==> config.mk <==
export PLATFORM = sky130hd
export DESIGN_NAME = tpx3_shutter_seq
export DESIGN_NICKNAME = d
export VERILOG_FILES = /design/src/rtl/tpx3_shutter_pkg.sv /design/src/rtl/tpx3_seq_counter.sv /design/src/rtl/tpx3_shutter_seq.sv
export SDC_FILE = /design/constraint.sdc
export NUM_CORES = 1
export LEC_CHECK = 0
export BUFFER_PORTS_ARGS = -buffer_cell sky130_fd_sc_hd__buf_2
export CAP_MARGIN = 20
export CORE_MARGIN = 1
export CORE_UTILIZATION = 32
export CTS_BUF_LIST = sky130_fd_sc_hd__clkbuf_8
export CTS_CLUSTER_DIAMETER = 100
export DETAILED_ROUTE_END_ITERATION = 10
export PLACE_DENSITY = 0.52
export SLEW_MARGIN = 40
export SYNTH_ARGS = -nofsm -noshare
export SYNTH_HDL_FRONTEND = slang
export SYNTH_HIERARCHICAL = 1
export SYNTH_SLANG_ARGS = --single-unit
==> constraint.sdc <==
create_clock -name BUS_CLK -period 4.1 [get_ports BUS_CLK]
set_input_delay 0.41 -clock BUS_CLK [delete_from_list [all_inputs] [get_ports BUS_CLK]]
set_output_delay 0.41 -clock BUS_CLK [all_outputs]
set_load 0.03 [all_outputs]
==> src/rtl/tpx3_shutter_pkg.sv <==
// Shared definitions for the Timepix3 shutter sequencer: state encoding and default widths.
package tpx3_shutter_pkg;

    localparam int CNT_WIDTH_DEF = 32;
    localparam int REP_WIDTH_DEF = 16;
    localparam int T0_WIDTH      = 16;

    typedef enum logic [2:0] {
        ST_IDLE = 3'd0,
        ST_T0   = 3'd1,
        ST_DLY  = 3'd2,
        ST_OPEN = 3'd3,
        ST_GAP  = 3'd4
    } state_t;

endpackage

==> src/rtl/tpx3_seq_counter.sv <==
// Loadable down-counter with a zero flag; holds at zero until reloaded.
module tpx3_seq_counter #(
    parameter int WIDTH = 32
) (
    input  logic             BUS_CLK,
    input  logic             BUS_RST,
    input  logic             LOAD,
    input  logic [WIDTH-1:0] LOAD_VAL,
    output logic             ZERO
);

    localparam logic [WIDTH-1:0] ONE_C  = {{(WIDTH-1){1'b0}}, 1'b1};
    localparam logic [WIDTH-1:0] ZERO_C = {WIDTH{1'b0}};

    logic [WIDTH-1:0] cnt_r;

    // Count register: load on state entry, otherwise decrement and saturate at zero.
    always_ff @(posedge BUS_CLK) begin
        if (BUS_RST) begin
            cnt_r <= ZERO_C;
        end else if (LOAD) begin
            cnt_r <= LOAD_VAL;
        end else if (cnt_r != ZERO_C) begin
            cnt_r <= cnt_r - ONE_C;
        end else begin
            cnt_r <= cnt_r;
        end
    end

    assign ZERO = (cnt_r == ZERO_C);

endmodule

==> src/rtl/tpx3_shutter_seq.sv <==
// Shutter sequencer: T0 pulse, optional delay, then a train of open/closed shutter windows.
module tpx3_shutter_seq
    import tpx3_shutter_pkg::*;
#(
    parameter int CNT_WIDTH = CNT_WIDTH_DEF,
    parameter int REP_WIDTH = REP_WIDTH_DEF
) (
    input  logic                 BUS_CLK,
    input  logic                 BUS_RST,
    input  logic                 START,
    input  logic                 STOP,
    input  logic [T0_WIDTH-1:0]  T0_LEN,
    input  logic [CNT_WIDTH-1:0] DELAY,
    input  logic [CNT_WIDTH-1:0] OPEN_LEN,
    input  logic [CNT_WIDTH-1:0] CLOSED_LEN,
    input  logic [REP_WIDTH-1:0] REPEAT,
    output logic                 T0_SYNC,
    output logic                 SHUTTER,
    output logic                 BUSY,
    output logic                 DONE,
    output logic [REP_WIDTH-1:0] FRAME_CNT
);

    localparam logic [CNT_WIDTH-1:0] CNT_ZERO = {CNT_WIDTH{1'b0}};
    localparam logic [CNT_WIDTH-1:0] CNT_ONE  = {{(CNT_WIDTH-1){1'b0}}, 1'b1};
    localparam logic [REP_WIDTH-1:0] REP_ZERO = {REP_WIDTH{1'b0}};
    localparam logic [REP_WIDTH-1:0] REP_ONE  = {{(REP_WIDTH-1){1'b0}}, 1'b1};
    localparam logic [T0_WIDTH-1:0]  T0_ZERO  = {T0_WIDTH{1'b0}};

    // Counter preload for a phase of 'len' cycles; a zero length behaves as one cycle.
    function automatic logic [CNT_WIDTH-1:0] len_to_load(input logic [CNT_WIDTH-1:0] len);
        return (len == CNT_ZERO) ? CNT_ZERO : (len - CNT_ONE);
    endfunction

    state_t                state_r, state_s;
    logic [T0_WIDTH-1:0]   t0_len_r;
    logic [CNT_WIDTH-1:0]  delay_r, open_len_r, closed_len_r;
    logic [REP_WIDTH-1:0]  repeat_r, frame_r, frame_s, frame_inc_s;
    logic [T0_WIDTH-1:0]   cfg_t0_s;
    logic [CNT_WIDTH-1:0]  cfg_delay_s, cfg_open_s, cfg_closed_s;
    logic [CNT_WIDTH-1:0]  load_val_s;
    logic                  load_s, latch_s, done_s, cnt_zero_s;
    logic                  t0_sync_r, shutter_r, busy_r, done_r;

    tpx3_seq_counter #(.WIDTH(CNT_WIDTH)) u_counter (
        .BUS_CLK  (BUS_CLK),
        .BUS_RST  (BUS_RST),
        .LOAD     (load_s),
        .LOAD_VAL (load_val_s),
        .ZERO     (cnt_zero_s)
    );

    // Configuration source: live inputs on the accepting cycle, shadow copies afterwards.
    always_comb begin
        if (state_r == ST_IDLE) begin
            cfg_t0_s     = T0_LEN;
            cfg_delay_s  = DELAY;
            cfg_open_s   = OPEN_LEN;
            cfg_closed_s = CLOSED_LEN;
        end else begin
            cfg_t0_s     = t0_len_r;
            cfg_delay_s  = delay_r;
            cfg_open_s   = open_len_r;
            cfg_closed_s = closed_len_r;
        end
    end

    // Next-state, frame counting and sequence-end detection.
    always_comb begin
        state_s     = state_r;
        frame_s     = frame_r;
        frame_inc_s = frame_r + REP_ONE;
        done_s      = 1'b0;
        latch_s     = 1'b0;
        case (state_r)
            ST_IDLE: begin
                if (START && !STOP) begin
                    latch_s = 1'b1;
                    frame_s = REP_ZERO;
                    if (T0_LEN != T0_ZERO) begin
                        state_s = ST_T0;
                    end else if (DELAY != CNT_ZERO) begin
                        state_s = ST_DLY;
                    end else begin
                        state_s = ST_OPEN;
                    end
                end else begin
                    state_s = ST_IDLE;
                end
            end
            ST_T0: begin
                if (STOP) begin
                    state_s = ST_IDLE;
                    done_s  = 1'b1;
                end else if (cnt_zero_s) begin
                    state_s = (delay_r != CNT_ZERO) ? ST_DLY : ST_OPEN;
                end else begin
                    state_s = ST_T0;
                end
            end
            ST_DLY: begin
                if (STOP) begin
                    state_s = ST_IDLE;
                    done_s  = 1'b1;
                end else if (cnt_zero_s) begin
                    state_s = ST_OPEN;
                end else begin
                    state_s = ST_DLY;
                end
            end
            ST_OPEN: begin
                if (STOP) begin
                    // An aborted window is a partial frame and is not counted.
                    state_s = ST_IDLE;
                    done_s  = 1'b1;
                end else if (cnt_zero_s) begin
                    frame_s = frame_inc_s;
                    if ((repeat_r != REP_ZERO) && (frame_inc_s == repeat_r)) begin
                        state_s = ST_IDLE;
                        done_s  = 1'b1;
                    end else begin
                        state_s = ST_GAP;
                    end
                end else begin
                    state_s = ST_OPEN;
                end
            end
            ST_GAP: begin
                if (STOP) begin
                    state_s = ST_IDLE;
                    done_s  = 1'b1;
                end else if (cnt_zero_s) begin
                    state_s = ST_OPEN;
                end else begin
                    state_s = ST_GAP;
                end
            end
            default: begin
                state_s = ST_IDLE;
            end
        endcase
    end

    // Counter preload selected by the phase being entered.
    always_comb begin
        load_s = (state_s != state_r);
        case (state_s)
            ST_T0:   load_val_s = len_to_load(CNT_WIDTH'(cfg_t0_s));
            ST_DLY:  load_val_s = len_to_load(cfg_delay_s);
            ST_OPEN: load_val_s = len_to_load(cfg_open_s);
            ST_GAP:  load_val_s = len_to_load(cfg_closed_s);
            default: load_val_s = CNT_ZERO;
        endcase
    end

    // State, shadow configuration, frame count and registered outputs.
    always_ff @(posedge BUS_CLK) begin
        if (BUS_RST) begin
            state_r      <= ST_IDLE;
            t0_len_r     <= T0_ZERO;
            delay_r      <= CNT_ZERO;
            open_len_r   <= CNT_ZERO;
            closed_len_r <= CNT_ZERO;
            repeat_r     <= REP_ZERO;
            frame_r      <= REP_ZERO;
            t0_sync_r    <= 1'b0;
            shutter_r    <= 1'b0;
            busy_r       <= 1'b0;
            done_r       <= 1'b0;
        end else begin
            state_r <= state_s;
            frame_r <= frame_s;
            if (latch_s) begin
                t0_len_r     <= T0_LEN;
                delay_r      <= DELAY;
                open_len_r   <= OPEN_LEN;
                closed_len_r <= CLOSED_LEN;
                repeat_r     <= REPEAT;
            end
            t0_sync_r <= (state_s == ST_T0);
            shutter_r <= (state_s == ST_OPEN);
            busy_r    <= (state_s != ST_IDLE);
            done_r    <= done_s;
        end
    end

    assign T0_SYNC   = t0_sync_r;
    assign SHUTTER   = shutter_r;
    assign BUSY      = busy_r;
    assign DONE      = done_r;
    assign FRAME_CNT = frame_r;

endmodule

==> results of run 1 <==
state kept, by name, indices dropped and copies added (netlist names):
register         count
FRAME_CNT           16
T0_SYNC              1
BUSY                 1
DONE                 1
t0_len_r            16
SHUTTER              1
closed_len_r        32
u_counter/cnt_r     32
delay_r             32
open_len_r          32
state_r              3
repeat_r            16
final timing paths:
check	from	to	slack, ns	cells past startpoint
max	u_counter/cnt_r[17]$_SDFFE_PP0P_	u_counter/cnt_r[14]$_SDFFE_PP0P_	0.13	13
min	REPEAT[7]	repeat_r[7]$_SDFFE_PP0P_	0.09	3
max reg2reg	u_counter/cnt_r[17]$_SDFFE_PP0P_	u_counter/cnt_r[14]$_SDFFE_PP0P_	0.13	13
min reg2reg	closed_len_r[28]$_SDFFE_PP0P_	closed_len_r[28]$_SDFFE_PP0P_	0.47	2
worst reg2reg max path: stages, from the launching register on:
cell and delay, ns:
dfxtp_1 0.38, or4_4 0.54, or4_1 0.44, or4_1 0.56, clkinv_8 0.15, nand3b_1 0.10
a21oi_1 0.21, nor2_2 0.09, o2bb2ai_1 0.28, a21oi_2 0.11, and2_4 0.24, a32oi_1 0.38
o211ai_1 0.16, o211a_1 0.23
metal layers:
metal | up-vias | track usage, % | part of all wire [%]
met3 | 51 | 4.56 | 6.2
met5 | - | 0 | 0
li1 | 6631 | - | -
met1 | 6453 | 31.3 | 46
met2 | 376 | 36.5 | 46
met4 | 0 | 7.54 | 2.1
area by class of cell:
type                    count  area (sq um)
fillers                  4372         25600
multi-input cells        1483          9010
flip-flops and latches    183          3660
repair buffers            211          1300
well taps                 532           666
clock buffers              20           275
clock inverters            12           126
inverters                  14          65.1
diodes                      2          5.00
synth_stat cells (all sizes together), types with 48 or more instances:
| cell | instances |
|---|---|
| nor2 | 123 |
| o21ai | 57 |
| a21oi | 167 |
| buf | 48 |
| xnor2 | 91 |
| nand2 | 382 |
| nor3 | 90 |
| clkbuf | 63 |
| dfxtp | 183 |
| nor4 | 51 |
| mux2i | 90 |
| xor2 | 65 |
cells by family (layout without fill, tap and decap cells):
family / count (synthesis) / after routing / share of synthesized area [%]
AND/OR/NAND/NOR: 841 / 841 / 30.1
AO/OA/AOI/OAI: 381 / 381 / 19.1
flip-flops: 183 / 183 / 27.7
XOR/XNOR: 156 / 156 / 10.3
buffers and inverters: 125 / 257 / 4.57
multiplexers: 95 / 95 / 7.25
adder cells (fa/ha/maj): 10 / 10 / 0.947
other: 0 / 2 / 0
power by group through the flow:
stage	Combinational, mW	Sequential (mW)	Clock (mW)
after CTS	1.63	2.06	1.39
after global placement	1.61	2.10	0
after floorplan	1.09	2.06	0
after detailed placement	1.62	2.10	0
after global routing	1.79	2.09	1.44
final	1.64	2.07	1.33
per-stage QoR:
stage               cells  util, %  hold slack (ns)
CTS                  2455     37.0           0.0338
global placement     2423     36.0            0.443
floorplan            1791        -            0.436
finish               2457     37.1           0.0897
detailed placement   2423     36.0            0.455
global route         2455     37.1           0.0724
cells in the final DEF (no fill, tap or decap), drive strengths merged, types with 37 or more instances in the layout:
cell type	instances
xnor2	91
mux2i	90
buf	211
xor2	65
nor2	123
nor4	51
dfxtp	183
nand3	37
nand2	382
nor3	90
a21oi	167
o21ai	57
what timing repair did:
item	in CTS	in global routing
hold buffers	0	0
cloned	0	0
gates resized for setup	1	6
endpoints found under the setup margin	13	31
==> summary.md, run 1 <==
| Metric | Value |
|---|---|
| Net Switching | 1.90 mW |
| Setup Skew | 0.0175 ns |
| Top post-synthesis cells by area | dfxtp_1, nand2_1, mux2i_1 |
| Most used cell, CP | or4_1 |
| Yosys warning total | 6 |
| CP Data Required Time | approximately 4.5 ns |
| Max Transition Viols Final | 0 |
| Nets | 2052 |
| CP max stage cell | or4_1 |
| Top_reg_cell synth | dfxtp_1 |
| Setup violators final | 0 |
| CTS tree | done |
| Post-synth EDFFs | 0 |
| Power Dens Cells | 333 mW/mm^2 |
| Leak | around 6.0 nW |
| I/O pins | roughly 150 |
| Port Buffers | around 150 |
| #FFs+latches synth | 183 |
| Cell Area, Synth | 0.0132 sq mm |
| Final Hold Vio Count | 0 |
| Max-cap viol count | 0 |
| H-tree depth | 4 |
| Logic gate share of total power | 32.6% |
| Layout cell share with drive strength beyond 1 | 15.2% |
| Yosys cell types | 90 |
| Hold crit path type | in -> reg |
| Crit path buf inv count | 1 |
| Initial Util | 32.4% |
| Top-area cell type share of the netlist area | 27.7% |
| Pre-antenna DRT Iters | 6 |
| Die width | 205 um |
| Post-synth top area cell | dfxtp_1 |
| Sequential area share after synthesis | 27.7% |
| Worst-skew pair later-pin latency | 0.54 ns |
| Vias per inst | roughly 5.5 |
| Data arrival, critical path | 4.41 ns |
| Fmax achieved | 252 MHz |
| Gate Count Post-Synth | 1791 |
| Sw frac | 37.8% |
| Slowest cell delay on critical path | 0.56 ns |
| Placed inst area | between 0.01 and 0.015 sq mm |
| Clk slew on worst S/H paths | 0.11 ns |
| Top Family by Delay on Critical Path | simple AND/OR/NAND/NOR gates |
| Vias in the first global route | 12500 |
| Setup TNS | 0 ns |
| Clock sinks | 183 |
| Unrepaired setup endpoints after global routing | no |
| Seq pwr share | between 40% and 50% |
| VDD IR-drop max | 0.260 mV |
| Crit. End Element | register |
| Routability cong. | slightly above 0.9 |
| Gr usage total | 23.1% |
| CTS buffer count | 17 |
| Slew margin rel. | 49.3% |
| Crit path launch type | register |
| Initial DRC count | 993 |
| Type of the worst setup path | reg -> reg |
| Initial antenna violation count | 3 |
| Critical path, cell by cell | or4_4 > or4_1 > or4_1 > clkinv_8 > nand3b_1 > a21oi_1 > nor2_2 > o2bb2ai_1 > a21oi_2 > and2_4 > a32oi_1 > o211ai_1 > o211a_1 |
| Clock power frac | 26.4% |
| Die area | 0.0421 sq mm |
| Overall power | 5.04 mW |
| Pre-CTS setup slack | around 0.020 ns |
| Routed Wire Length | 48.5 mm |
| Final worst setup slack | 0.132 ns |
| Row count | 74 |
| Clk buf depth | 2 |
| Largest net degree at the start of global routing | 130 |
| Final Instance Area | 0.0151 sq mm |
| Avg Inst Size Synth | 7.38 sq um |
| Detailed-route via count | around 14000 |
| Post-CTS setup buffers | 0 |
| Clock Tree Root | clkbuf_8 |
| WL/cell | 19.7 um |
| Ys async rst share | 0% |
| # DRC | 0 |
| Outcome | completed |
| Worst-Margin Slew | 0.760 ns |
| Final period util | 96.8% |
| Internal Pwr Total | 3.14 mW |
| Syn nets | 1933 |
| Post-DP HPWL | 36.9 mm |
| Detail Route Antenna Nets | 0 |
| Global route overflow | 0 |
| Min cycle time layout | 3.97 ns |
| First-pass GRT wire length | 74.2 mm |
| Synth-to-Final Area Change | 14.4% |
| CP max FO | 18 |
| Die Ht | 205 um |
| CORE AREA | ~0.041 sq mm |
Power figures use the tool's default switching activity.
==> run 2, diff against run 1 <==
- PLACE_DENSITY: 0.52 -> 0.5
- RECOVER_POWER: default -> 100
- SLEW_MARGIN: 40 -> 20
- clock period: 4.1 -> 4.4 ns (I/O delays scaled with it)
==> summary.md, run 2 (synthesized netlist as in run 1, its figures left out) <==
| Metric | Value |
|---|---|
| Setup TNS | 0 ns (unchanged) |
| Placed inst area | 0.0145 sq mm (-1.4%) |
| Max-cap viol count | 1 (+1) |
| Multi-input logic area | 0.00894 sq mm (-0.69%) |
| Top Family by Delay on Critical Path | simple AND/OR/NAND/NOR gates |
| Clk slew on worst S/H paths | 0.10 ns (about the same) |
| Clock power frac | 24.7% (-1.7 points) |
| Data arrival, critical path | 4.53 ns (+0.12 ns) |
| Sw frac | 38.7% (+0.92 points) |
| Leak | 5.71 nW (-4.1%) |
| Slowest cell delay on critical path | 0.56 ns (about the same) |
| Clock sinks | 183 (unchanged) |
| Worst reg2reg setup slack | 0.28 ns (+0.15 ns) |
| Pre-CTS setup slack | 0.214 ns (+0.194 ns) |
| Slew margin rel. | -28.6% (-78 points) |
| Row count | 74 (unchanged) |
| Port Buffers | 151 (unchanged) |
| CTS tree | done |
| Synth-to-Final Area Change | 11.7% |
| Largest net degree at the start of global routing | 90 (-31%) |
| Crit. End Element | register |
| CORE AREA | 0.0407 sq mm (unchanged) |
| Routed Wire Length | 49.0 mm (+1.1%) |
| CP max FO | 27 (+9) |
| Vias per inst | 5.57 (+1.4%) |
| Critical path, cell by cell | or4_4 > or4_1 > or4_1 > clkinv_8 > nand2b_1 > a21oi_1 > nor2_1 > a2bb2oi_4 > a41oi_2 > and2_0 > buf_4 > a22oi_1 > o211ai_1 > nand2b_1 > o211a_1 |
| Met2 GRT Util | 37.6% (+1.1 points) |
| Routability cong. | 0.949 (+2.4%) |
| Setup violators final | 0 (unchanged) |
| Post-Route Utilization | 36.2% (-0.86 points) |
| Die area | 0.0421 sq mm (unchanged) |
| Seq pwr share | 42.2% (+1.2 points) |
| Final worst setup slack | 0.279 ns (+0.148 ns) |
| Crit path launch type | register |
| Clock Tree Root | clkbuf_8 |
| Outcome | finished, violations left |
| First-pass GRT wire length | 75.7 mm (+2.0%) |
| Detailed-route via count | 13600 (+0.58%) |
| Net Switching | 1.76 mW (-7.3%) |
| CTS Hold Bufs | 0 (unchanged) |
| Detail Route Antenna Nets | 0 (unchanged) |
| Type of the worst setup path | reg -> reg |
| Internal Pwr Total | 2.80 mW (-11%) |
| Fillers | 4422 (+1.1%) |
| Unrepaired setup endpoints after global routing | no |
| M3 GR Usage | 2.69% (-1.9 points) |
| WL/cell | 20.1 um (+1.9%) |
| I/O pins | 152 (unchanged) |
| Setup Skew | 0.0124 ns (-0.00509 ns) |
| VDD IR-drop max | 0.214 mV (-18%) |
| Initial antenna violation count | 1 (-2) |
| GR Util met1 | 33.0% (+1.7 points) |
| # DRC | 0 (unchanged) |
| CTS buffer count | 17 (unchanged) |
| Final period util | 93.7% (-3.1 points) |
| Commonest non-fill, non-tap cell in the layout | nand2_1 |
| Failing checks | max-capacitance violations, max-slew violations |
| Die Ht | 205 um (unchanged) |
| Worst hold start | REPEAT[7] |
| Layout cell share with drive strength beyond 1 | 12.4% (-2.8 points) |
| Reg2reg path depth | 15 (+2) |
| CP Data Required Time | 4.81 ns (+0.27 ns) |
| Worst r2r src | u_counter/cnt_r[17]$_SDFFE_PP0P_ |
| Initial Util | 32.4% (unchanged) |
| Fmax achieved | 243 MHz (-3.7%) |
| Vias in the first global route | 12700 (+0.98%) |
| Worst-skew pair later-pin latency | 0.51 ns (-0.03 ns) |
| Commonest non-fill, non-tap cells in the layout | nand2_1, dfxtp_1, a21oi_1, buf_2, nor2_1 |
| Worst-Margin Slew | 1.93 ns (+1.17 ns) |
| Seq. cell area | 0.00366 sq mm (unchanged) |
| H-tree depth | 4 (unchanged) |
| Final Instance Area | 0.0148 sq mm (-2.3%) |
| Max Transition Viols Final | 90 (+90) |
| Dpl cells | 2405 (-0.74%) |
| Clk buf depth | 2 (unchanged) |
| Post-DP HPWL | 37.3 mm (+1.2%) |
| Power Dens Cells | 309 mW/mm^2 (-7.3%) |
| CP max stage cell | or4_1 |
| Post-Layout Cell Count | 2438 (-0.77%) |
| Initial DRC count | 1047 (+5.4%) |
| Nets | 2034 (-0.88%) |
| Min cycle time layout | 4.12 ns (+0.152 ns) |
| Final Hold Vio Count | 0 (unchanged) |
| Hold crit path type | in -> reg |
| Logic gate share of total power | 33.1% (+0.5 points) |
| Crit path buf inv count | 2 (+1) |
| Pre-antenna DRT Iters | 5 (-1) |
| Post-cts gate resize count | 0 (-1) |
| Hold Path Sink | repeat_r[7]$_SDFFE_PP0P_ |
| Global route overflow | 0 (unchanged) |
| Die width | 205 um (unchanged) |
| Gr usage total | 23.3% (+0.27 points) |
| Post-CTS setup buffers | 0 (unchanged) |
| Worst R2R End | u_counter/cnt_r[26]$_SDFFE_PP0P_ |
| GRT busiest layer | met2 |
| Hold path depth | 3 (unchanged) |
-- run 2: changes by cell type in the layout (fill, tap and decap cells not counted), sizes merged --
| cell | before | now |
|---|---|---|
| buf | 211 | 167 |
| clkbuf | 20 | 43 |
| inv | 15 | 19 |
| bufinv | 2 | 1 |
| clkinv | 5 | 4 |
| clkinvlp | 4 | 5 |
| diode | 2 | 1 |
-- run 2: final cells by class --
class,instances,area share [%]
clock inverters,15,0.780
clock buffers,17,1.59
well taps,532,4.51
inverters,14,0.441
diodes,1,0.0170
repair buffers,193,7.26
multi-input cells,1483,60.6
flip-flops and latches,183,24.8
-- run 2: stage by stage --
stage / total power, mW / hold slack, ns
5_1_grt: 4.81 / 0.140
4_1_cts: 4.61 / 0.128
2_1_floorplan: 2.93 / 0.436
3_3_place_gp: 3.46 / 0.443
6_report: 4.56 / 0.163
3_5_place_dp: 3.46 / 0.458
-- run 2: worst register-to-register path: cells and delay by family, from the launching register on --
kind	cells	cell delay, ns
AOI/OAI and AO/OA	6	1.00
DFF	1	0.37
buffers and inverters	2	0.37
and+or+nand+nor	7	2.27
-- run 2: worst max-delay path by stage --
stage,from,end,slack [ns],depth (start not counted)
finish,u_counter/cnt_r[17]$_SDFFE_PP0P_,u_counter/cnt_r[26]$_SDFFE_PP0P_,0.28,15
detailed placement,u_counter/cnt_r[17]$_SDFFE_PP0P_,u_counter/cnt_r[16]$_SDFFE_PP0P_,0.21,14
global placement,u_counter/cnt_r[17]$_SDFFE_PP0P_,u_counter/cnt_r[18]$_SDFFE_PP0P_,0.23,14
global route,state_r[2]$_SDFF_PP0_,open_len_r[3]$_SDFFE_PP0P_,0.02,8
CTS,u_counter/cnt_r[17]$_SDFFE_PP0P_,u_counter/cnt_r[16]$_SDFFE_PP0P_,0.15,14
floorplan,u_counter/cnt_r[17]$_SDFFE_PP0P_,u_counter/cnt_r[19]$_SDFFE_PP0P_,0.15,19
-- run 2: per-layer routing --
| metal | routed length [um] | vias to the layer above | part of all wire [%] |
|---|---|---|---|
| met4 | 749 | 0 | 1.5 |
| met1 | 23500 | 6597 | 48 |
| met3 | 2160 | 44 | 4.4 |
| met2 | 22600 | 349 | 46 |
| met5 | 0 | - | 0 |
| li1 | - | 6599 | - |
-- run 2: power groups by stage --
| stage | Sequential, mW | Combinational (mW) | Clock [mW] |
|---|---|---|---|
| 3_3_place_gp | 1.96 | 1.50 | 0 |
| 6_report | 1.93 | 1.51 | 1.13 |
| 2_1_floorplan | 1.92 | 1.01 | 0 |
| 3_5_place_dp | 1.96 | 1.50 | 0 |
| 5_1_grt | 1.94 | 1.64 | 1.23 |
| 4_1_cts | 1.92 | 1.51 | 1.17 |
